[src/rtl/exception_ctrl_pkg.sv]
// Shared types, CPSR mode constants and vector/mode lookups
// for the exception controller.
package exception_ctrl_pkg;

    typedef enum logic [2:0] {
        EXC_NONE,
        EXC_UND,
        EXC_SWI,
        EXC_PABT,
        EXC_DABT,
        EXC_IRQ,
        EXC_FIQ
    } exc_t;

    typedef logic [1:0] exc_state_t;

    localparam exc_state_t ST_IDLE     = 2'd0;
    localparam exc_state_t ST_SAVE     = 2'd1;
    localparam exc_state_t ST_REDIRECT = 2'd2;

    localparam logic [4:0] MODE_FIQ = 5'b10001;
    localparam logic [4:0] MODE_IRQ = 5'b10010;
    localparam logic [4:0] MODE_SVC = 5'b10011;
    localparam logic [4:0] MODE_ABT = 5'b10111;
    localparam logic [4:0] MODE_UND = 5'b11011;

    localparam logic [31:0] VEC_BASE_HI = 32'hFFFF_0000;
    localparam logic [31:0] VEC_BASE_LO = 32'h0000_0000;

    function automatic logic [7:0] vec_offset(exc_t e);
        logic [7:0] off;
        unique case (e)
            EXC_UND:  off = 8'h04;
            EXC_SWI:  off = 8'h08;
            EXC_PABT: off = 8'h0C;
            EXC_DABT: off = 8'h10;
            EXC_IRQ:  off = 8'h18;
            EXC_FIQ:  off = 8'h1C;
            default:  off = 8'h00;
        endcase
        return off;
    endfunction

    function automatic logic [4:0] exc_mode(exc_t e);
        logic [4:0] m;
        unique case (e)
            EXC_UND:  m = MODE_UND;
            EXC_SWI:  m = MODE_SVC;
            EXC_PABT: m = MODE_ABT;
            EXC_DABT: m = MODE_ABT;
            EXC_IRQ:  m = MODE_IRQ;
            EXC_FIQ:  m = MODE_FIQ;
            default:  m = 5'b00000;
        endcase
        return m;
    endfunction

endpackage

[src/rtl/exception_ctrl_if.sv]
// Request/response bundle between the pipeline and the
// exception controller.
interface exception_ctrl_if;

    logic        Stall;
    logic        PrefetchAbortE;
    logic        UndefE;
    logic        SWIE;
    logic        DataAbortM;
    logic        IRQ;
    logic        FIQ;
    logic        CPSRI;
    logic        CPSRF;

    logic        ExcFlush;
    logic        ExcSave;
    logic [4:0]  ExcMode;
    logic        ExcSetI;
    logic        ExcSetF;
    logic        ExcPCSel;
    logic [31:0] ExcVector;
    logic        ExcBusy;

    modport master (
        output Stall, PrefetchAbortE, UndefE, SWIE, DataAbortM,
        output IRQ, FIQ, CPSRI, CPSRF,
        input  ExcFlush, ExcSave, ExcMode, ExcSetI, ExcSetF,
        input  ExcPCSel, ExcVector, ExcBusy
    );

    modport slave (
        input  Stall, PrefetchAbortE, UndefE, SWIE, DataAbortM,
        input  IRQ, FIQ, CPSRI, CPSRF,
        output ExcFlush, ExcSave, ExcMode, ExcSetI, ExcSetF,
        output ExcPCSel, ExcVector, ExcBusy
    );

endinterface

[src/rtl/exception_ctrl_irq_sync.sv]
// Multi-flop synchroniser for an asynchronous interrupt pin.
// Pin-to-output latency equals STAGES clock edges.
module exception_ctrl_irq_sync #(
    parameter int STAGES = 2
) (
    input  logic clk,
    input  logic reset,
    input  logic d,
    output logic q
);

    logic [STAGES-1:0] sr;

    always_ff @(posedge clk or posedge reset) begin
        if (reset) begin
            sr <= '0;
        end else begin
            sr <= {sr[STAGES-2:0], d};
        end
    end

    assign q = sr[STAGES-1];

endmodule

[src/rtl/exception_ctrl.sv]
// Exception controller: prioritises exception requests and runs
// the flush / save / redirect sequence into the vector table.
module exception_ctrl
    import exception_ctrl_pkg::*;
#(
    parameter bit HIGH_VECTORS = 1'b0,
    parameter int SYNC_STAGES  = 2
) (
    input logic              clk,
    input logic              reset,
    exception_ctrl_if.slave  bus
);

    logic       irq_s;
    logic       fiq_s;
    logic       irq;
    logic       fiq;
    exc_t       win;
    exc_t       exc_q;
    exc_state_t state;

    localparam logic [31:0] VEC_BASE =
        HIGH_VECTORS ? VEC_BASE_HI : VEC_BASE_LO;

    exception_ctrl_irq_sync #(.STAGES(SYNC_STAGES)) u_irq_sync (
        .clk   (clk),
        .reset (reset),
        .d     (bus.IRQ),
        .q     (irq_s)
    );

    exception_ctrl_irq_sync #(.STAGES(SYNC_STAGES)) u_fiq_sync (
        .clk   (clk),
        .reset (reset),
        .d     (bus.FIQ),
        .q     (fiq_s)
    );

    assign irq = irq_s & ~bus.CPSRI;
    assign fiq = fiq_s & ~bus.CPSRF;

    always_comb begin
        win = EXC_NONE;
        if (bus.DataAbortM)          win = EXC_DABT;
        else if (fiq)                win = EXC_FIQ;
        else if (irq)                win = EXC_IRQ;
        else if (bus.PrefetchAbortE) win = EXC_PABT;
        else if (bus.UndefE)         win = EXC_UND;
        else if (bus.SWIE)           win = EXC_SWI;
    end

    // An unused encoding recovers to IDLE even under stall.
    always_ff @(posedge clk or posedge reset) begin
        if (reset) begin
            state <= ST_IDLE;
            exc_q <= EXC_NONE;
        end else if (!bus.Stall || state > ST_REDIRECT) begin
            case (state)
                ST_IDLE: begin
                    if (win != EXC_NONE) begin
                        exc_q <= win;
                        state <= ST_SAVE;
                    end
                end
                ST_SAVE:     state <= ST_REDIRECT;
                ST_REDIRECT: state <= ST_IDLE;
                default:     state <= ST_IDLE;
            endcase
        end
    end

    always_comb begin
        bus.ExcFlush  = 1'b0;
        bus.ExcSave   = 1'b0;
        bus.ExcMode   = 5'b00000;
        bus.ExcSetI   = 1'b0;
        bus.ExcSetF   = 1'b0;
        bus.ExcPCSel  = 1'b0;
        bus.ExcVector = 32'h0;
        bus.ExcBusy   = (state != ST_IDLE);
        case (state)
            ST_SAVE: begin
                bus.ExcFlush = 1'b1;
                bus.ExcSave  = 1'b1;
                bus.ExcMode  = exc_mode(exc_q);
                bus.ExcSetI  = 1'b1;
                bus.ExcSetF  = (exc_q == EXC_FIQ);
            end
            ST_REDIRECT: begin
                bus.ExcFlush  = 1'b1;
                bus.ExcPCSel  = 1'b1;
                bus.ExcVector = VEC_BASE | {24'h0, vec_offset(exc_q)};
            end
            default: ;
        endcase
    end

endmodule

[src/flat_wrapper.sv]
// flat-port wrapper written by rule: the top's interface ports become plain ports
module exception_ctrl_flat import exception_ctrl_pkg::*;
#(
    parameter bit HIGH_VECTORS = 1'b0,
    parameter int SYNC_STAGES  = 2
)
  (clk, reset, bus_Stall, bus_PrefetchAbortE, bus_UndefE, bus_SWIE, bus_DataAbortM, bus_IRQ, bus_FIQ, bus_CPSRI, bus_CPSRF, bus_ExcFlush, bus_ExcSave, bus_ExcMode, bus_ExcSetI, bus_ExcSetF, bus_ExcPCSel, bus_ExcVector, bus_ExcBusy);
  exception_ctrl_if bus_i ();
  input logic clk;
  input logic reset;
  input wire logic [$bits(bus_i.Stall)-1:0] bus_Stall;
  input wire logic [$bits(bus_i.PrefetchAbortE)-1:0] bus_PrefetchAbortE;
  input wire logic [$bits(bus_i.UndefE)-1:0] bus_UndefE;
  input wire logic [$bits(bus_i.SWIE)-1:0] bus_SWIE;
  input wire logic [$bits(bus_i.DataAbortM)-1:0] bus_DataAbortM;
  input wire logic [$bits(bus_i.IRQ)-1:0] bus_IRQ;
  input wire logic [$bits(bus_i.FIQ)-1:0] bus_FIQ;
  input wire logic [$bits(bus_i.CPSRI)-1:0] bus_CPSRI;
  input wire logic [$bits(bus_i.CPSRF)-1:0] bus_CPSRF;
  output wire logic [$bits(bus_i.ExcFlush)-1:0] bus_ExcFlush;
  output wire logic [$bits(bus_i.ExcSave)-1:0] bus_ExcSave;
  output wire logic [$bits(bus_i.ExcMode)-1:0] bus_ExcMode;
  output wire logic [$bits(bus_i.ExcSetI)-1:0] bus_ExcSetI;
  output wire logic [$bits(bus_i.ExcSetF)-1:0] bus_ExcSetF;
  output wire logic [$bits(bus_i.ExcPCSel)-1:0] bus_ExcPCSel;
  output wire logic [$bits(bus_i.ExcVector)-1:0] bus_ExcVector;
  output wire logic [$bits(bus_i.ExcBusy)-1:0] bus_ExcBusy;
  assign bus_i.Stall = bus_Stall;
  assign bus_i.PrefetchAbortE = bus_PrefetchAbortE;
  assign bus_i.UndefE = bus_UndefE;
  assign bus_i.SWIE = bus_SWIE;
  assign bus_i.DataAbortM = bus_DataAbortM;
  assign bus_i.IRQ = bus_IRQ;
  assign bus_i.FIQ = bus_FIQ;
  assign bus_i.CPSRI = bus_CPSRI;
  assign bus_i.CPSRF = bus_CPSRF;
  assign bus_ExcFlush = bus_i.ExcFlush;
  assign bus_ExcSave = bus_i.ExcSave;
  assign bus_ExcMode = bus_i.ExcMode;
  assign bus_ExcSetI = bus_i.ExcSetI;
  assign bus_ExcSetF = bus_i.ExcSetF;
  assign bus_ExcPCSel = bus_i.ExcPCSel;
  assign bus_ExcVector = bus_i.ExcVector;
  assign bus_ExcBusy = bus_i.ExcBusy;
  exception_ctrl #(.HIGH_VECTORS(HIGH_VECTORS), .SYNC_STAGES(SYNC_STAGES)) u_core (.clk(clk), .reset(reset), .bus(bus_i));
endmodule
[config.mk]
export PLATFORM = sky130hd
export DESIGN_NAME = exception_ctrl_flat
export DESIGN_NICKNAME = d
export VERILOG_FILES = /design/src/rtl/exception_ctrl_pkg.sv /design/src/rtl/exception_ctrl_if.sv /design/src/rtl/exception_ctrl_irq_sync.sv /design/src/rtl/exception_ctrl.sv /design/src/flat_wrapper.sv
export SDC_FILE = /design/constraint.sdc
export NUM_CORES = 1
export LEC_CHECK = 0
export ABC_AREA = 1
export CORE_UTILIZATION = 35
export DETAILED_ROUTE_END_ITERATION = 7
export PLACE_DENSITY = 0.79
export RECOVER_POWER = 100
export SLEW_MARGIN = 10
export SYNTH_ARGS = -nofsm -noshare
export SYNTH_HDL_FRONTEND = slang
export SYNTH_SLANG_ARGS = --single-unit
[constraint.sdc]
create_clock -name clk -period 1.3 [get_ports clk]
set_clock_uncertainty 0.05 [all_clocks]
set_input_delay 0.195 -clock clk [delete_from_list [all_inputs] [get_ports clk]]
set_output_delay 0.195 -clock clk [all_outputs]
set_load 0.02 [all_outputs]
==> flow_metrics.env <==
export IMPL_status="finished, violations left"
export IMPL_violations="setup timing"
export IMPL_floorplan_die_height_um=50.3
export IMPL_final_core_utilization_pct=60.4
export IMPL_cp_data_required_time_ns=1.05
export IMPL_clk_pin_slew_ns=0.06
export IMPL_cp_max_fo=3
export IMPL_timing_critical_path_mode_cell="sky130_fd_sc_hd__buf_6"
export IMPL_yosys_top_cells_area="sky130_fd_sc_hd__buf_4 28%, sky130_fd_sc_hd__dfrtp_1 28%, sky130_fd_sc_hd__ha_1 7.7%"
export IMPL_timing_max_cap_violations=0
export IMPL_synth_yosys_warnings=0
export IMPL_worstRegToRegCells=10
export IMPL_grt_start_max_net_pins=10
export IMPL_timing_worst_setup_path_type="register to output port"
export IMPL_insertion_delay_ns=0.28
export IMPL_finalHoldWorstSlack_ns=0.261
export IMPL_number_of_enable_flip_flop_cells_after_synthesis=0
export IMPL_clock_fmax_mhz=612
export IMPL_antenna_cells_inserted=0
export IMPL_port_buffer_count=24
export IMPL_drt_iter0_markers=11
export IMPL_postSynthCellCount=105
export IMPL_synth_async_reset_ratio_pct=100
export IMPL_initial_antenna_violation_count=0
export IMPL_cts_buffers_inserted=3
export IMPL_coreArea_sq_um=2210
export IMPL_setup_viol=19
export IMPL_fraction_of_synthesized_cell_area_taken_by_the_top_area_cell_type_pct=27.6
export IMPL_globalplace_congestion=0.720
export IMPL_floorplan_rows=17
export IMPL_fraction_of_final_layout_cells_with_drive_strength_greater_than_1_pct=50.6
export IMPL_drt_wirelength_per_cell_um=9.96
export IMPL_totalWireLength_um=1830
export IMPL_reg_to_reg_slack_setup_ns=-0.25
export IMPL_initial_core_util_pct=36.9
export IMPL_route_vias_total=780
export IMPL_die_width_um=50.3
export IMPL_irDropWorstVdd_mv=2.05
export IMPL_top_level_ports=54
export IMPL_post_synth_cell_area_avg_sq_um=7.78
export IMPL_drc=0
export IMPL_detail_route_vias_per_cell=4.24
export IMPL_ctsLongestPathBuffers=2
export IMPL_worst_r2r_endpoint="u_core.exc_q[0]"
export IMPL_postSynth_topFlopCell="sky130_fd_sc_hd__dfrtp_1"
export IMPL_globalRoute_totalOverflow=0
export IMPL_finalWorstSetupSlack_ns=-0.335
export IMPL_start_kind="register"
export IMPL_crit_path_max_incr_delay_ns=0.45
export IMPL_worst_hold_path_type="primary input to async pin"
export IMPL_tritoncts="done"
export IMPL_critPathCaptureType="output port"
export IMPL_placement_setup_worst_slack_ns=-0.507
export IMPL_num_fill_cells=198
export IMPL_hpwl_um=1350
export IMPL_data_arrival_time_at_the_worst_slack_endpoint_ns=1.39
export IMPL_first_global_vias=713
export IMPL_dieArea_sq_um=2530
export IMPL_firstDrtPassIters=4
export IMPL_finalHoldViolCount=0
export IMPL_final_max_slew_viol_count=0
export IMPL_rsz0062_at_grt="true"
export IMPL_static_leakage_power_nw=0.676
export IMPL_critical_path_s_slowest_cell="sky130_fd_sc_hd__dfrtp_2"
export IMPL_cts_root_buffer_cell="sky130_fd_sc_hd__clkbuf_4"
export IMPL_cts_hold_buffers=0
export IMPL_post_route_min_period_ns=1.64
export IMPL_yosysUniqueCellTypes=22
export IMPL_synth_seq_cells=9
export IMPL_grt_pass1_wl_um=3020
export IMPL_report_power_total_mw=3.03
export IMPL_layout_worst_path_cycle_share_pct=126
export IMPL_netlist_area_sq_um=817
export IMPL_htreeDepth=1
export IMPL_synth_sequential_area_ratio_pct=27.6
export IMPL_flow_area_growth_from_synthesis_pct=63.6
export IMPL_cp_cell_sequence="ha_4, buf_4, buf_6, nand3_4, o21ai_2, buf_6"
export IMPL_yosysTopAreaCell="sky130_fd_sc_hd__buf_4"
export IMPL_numClockSinks=9
export IMPL_postRouteAntennaNets=0
export IMPL_gr_usage_all_layers_pct=16.8
export IMPL_final_nets=173
export IMPL_pwr_density_cell_nw_per_um2=2270
export IMPL_r2r_start="u_core.state[0]"
-- cell usage after synthesis (2+ instances only) --
cell type	n
sky130_fd_sc_hd__and3_1	2
sky130_fd_sc_hd__ha_1	5
sky130_fd_sc_hd__inv_1	14
sky130_fd_sc_hd__nand3_1	6
sky130_fd_sc_hd__buf_4	30
sky130_fd_sc_hd__nor2_2	2
sky130_fd_sc_hd__o21ai_1	2
sky130_fd_sc_hd__dfrtp_1	9
sky130_fd_sc_hd__nand2_2	5
sky130_fd_sc_hd__o21ai_0	3
sky130_fd_sc_hd__a21oi_1	4
sky130_fd_sc_hd__nand2_1	13
-- cell usage in the layout (no fill, tap or decap), types with 2 or more instances in the layout --
cell and instances:
sky130_fd_sc_hd__clkdlybuf4s50_1 7, sky130_fd_sc_hd__nand2_4 3, sky130_fd_sc_hd__o21ai_1 2, sky130_fd_sc_hd__nor2_4 2, sky130_fd_sc_hd__buf_4 26, sky130_fd_sc_hd__inv_1 5, sky130_fd_sc_hd__buf_6 13, sky130_fd_sc_hd__nor2_2 2
sky130_fd_sc_hd__a21oi_1 2, sky130_fd_sc_hd__nand3_1 4, sky130_fd_sc_hd__ha_4 3, sky130_fd_sc_hd__conb_1 29, sky130_fd_sc_hd__clkbuf_4 3, sky130_fd_sc_hd__nand3_2 2, sky130_fd_sc_hd__nand2_2 5, sky130_fd_sc_hd__dlygate4sd3_1 3
sky130_fd_sc_hd__o21ai_2 2, sky130_fd_sc_hd__nand2_1 11, sky130_fd_sc_hd__dfrtp_1 8, sky130_fd_sc_hd__inv_2 9
-- kinds of logic after synthesis --
family / synth area share [%]
and+or+nand+nor: 22.5
adders and majority gates: 7.66
other: 0.459
DFF: 27.6
AOI/OAI and AO/OA: 7.35
buffers and inverters: 34.5
-- registers in the layout (all words and copies together) (netlist names) --
signal and count:
u_core.exc_q 3, u_core.state 2, u_core.u_fiq_sync.sr 2, u_core.u_irq_sync.sr 2
-- layout make-up --
type,count,area [sq um],share of cell area [%]
clock buffers,4,26.3,1.97
inverters,15,60.1,4.49
multi-input cells,79,547,40.9
flip-flops and latches,9,226,16.9
well taps,28,35.0,2.62
repair buffers,49,442,33.1
-- how the worst max path moves through the flow --
stage                    start               end  slack (ns)  cells after the start
2_1_floorplan  u_core.state[0]  bus_ExcVector[3]       -0.08                      4
3_3_place_gp   u_core.state[0]  bus_ExcVector[3]       -0.48                      5
3_5_place_dp   u_core.state[0]  bus_ExcVector[3]       -0.51                      5
4_1_cts        u_core.state[1]    bus_ExcMode[2]       -0.34                      5
5_1_grt        u_core.state[1]    bus_ExcMode[2]       -0.41                      5
6_report       u_core.state[0]    bus_ExcMode[4]       -0.34                      6
-- power breakdown --
part / switching, mW / total (mW) / internal (mW)
logic: 1.20 / 2.34 / 1.14
clock network: 0.115 / 0.234 / 0.119
registers: 0.0976 / 0.465 / 0.367
total: 1.41 / 3.03 / 1.63
-- worst max-delay path: cells and delay by family (launching register included) --
family,cells,cell delay [ns]
compound gates,1,0.06
fa+ha+maj,1,0.19
buf+inv,3,0.37
flops,1,0.45
simple gates,1,0.05
-- stage by stage --
| step | TNS (ns) | instances | cell area [sq um] |
|---|---|---|---|
| 2_1_floorplan | -0.309 | 133 | 987 |
| 3_3_place_gp | -5.81 | 174 | 1180 |
| 3_5_place_dp | -6.61 | 174 | 1180 |
| 4_1_cts | -3.86 | 182 | 1300 |
| 5_1_grt | -5.59 | 184 | 1340 |
| 6_report | -4.68 | 184 | 1340 |
-- metal layers --
layer	GRT usage (%)	up-vias	share of wire [%]	wire length [um]
met5	0	-	0	0
li1	-	366	-	-
met2	31.1	46	56	1030
met1	16.0	361	34	624
met4	11.1	0	3.4	63
met3	4.55	7	6.1	111
-- timing repair --
item                       CTS  global route
hold endpoints to repair     0             0
setup endpoints to repair   19            19
resized for setup          100             6
setup buffers                4             2
pin swaps                    3             1
Note: power is estimated with default switching activity, not from simulation.
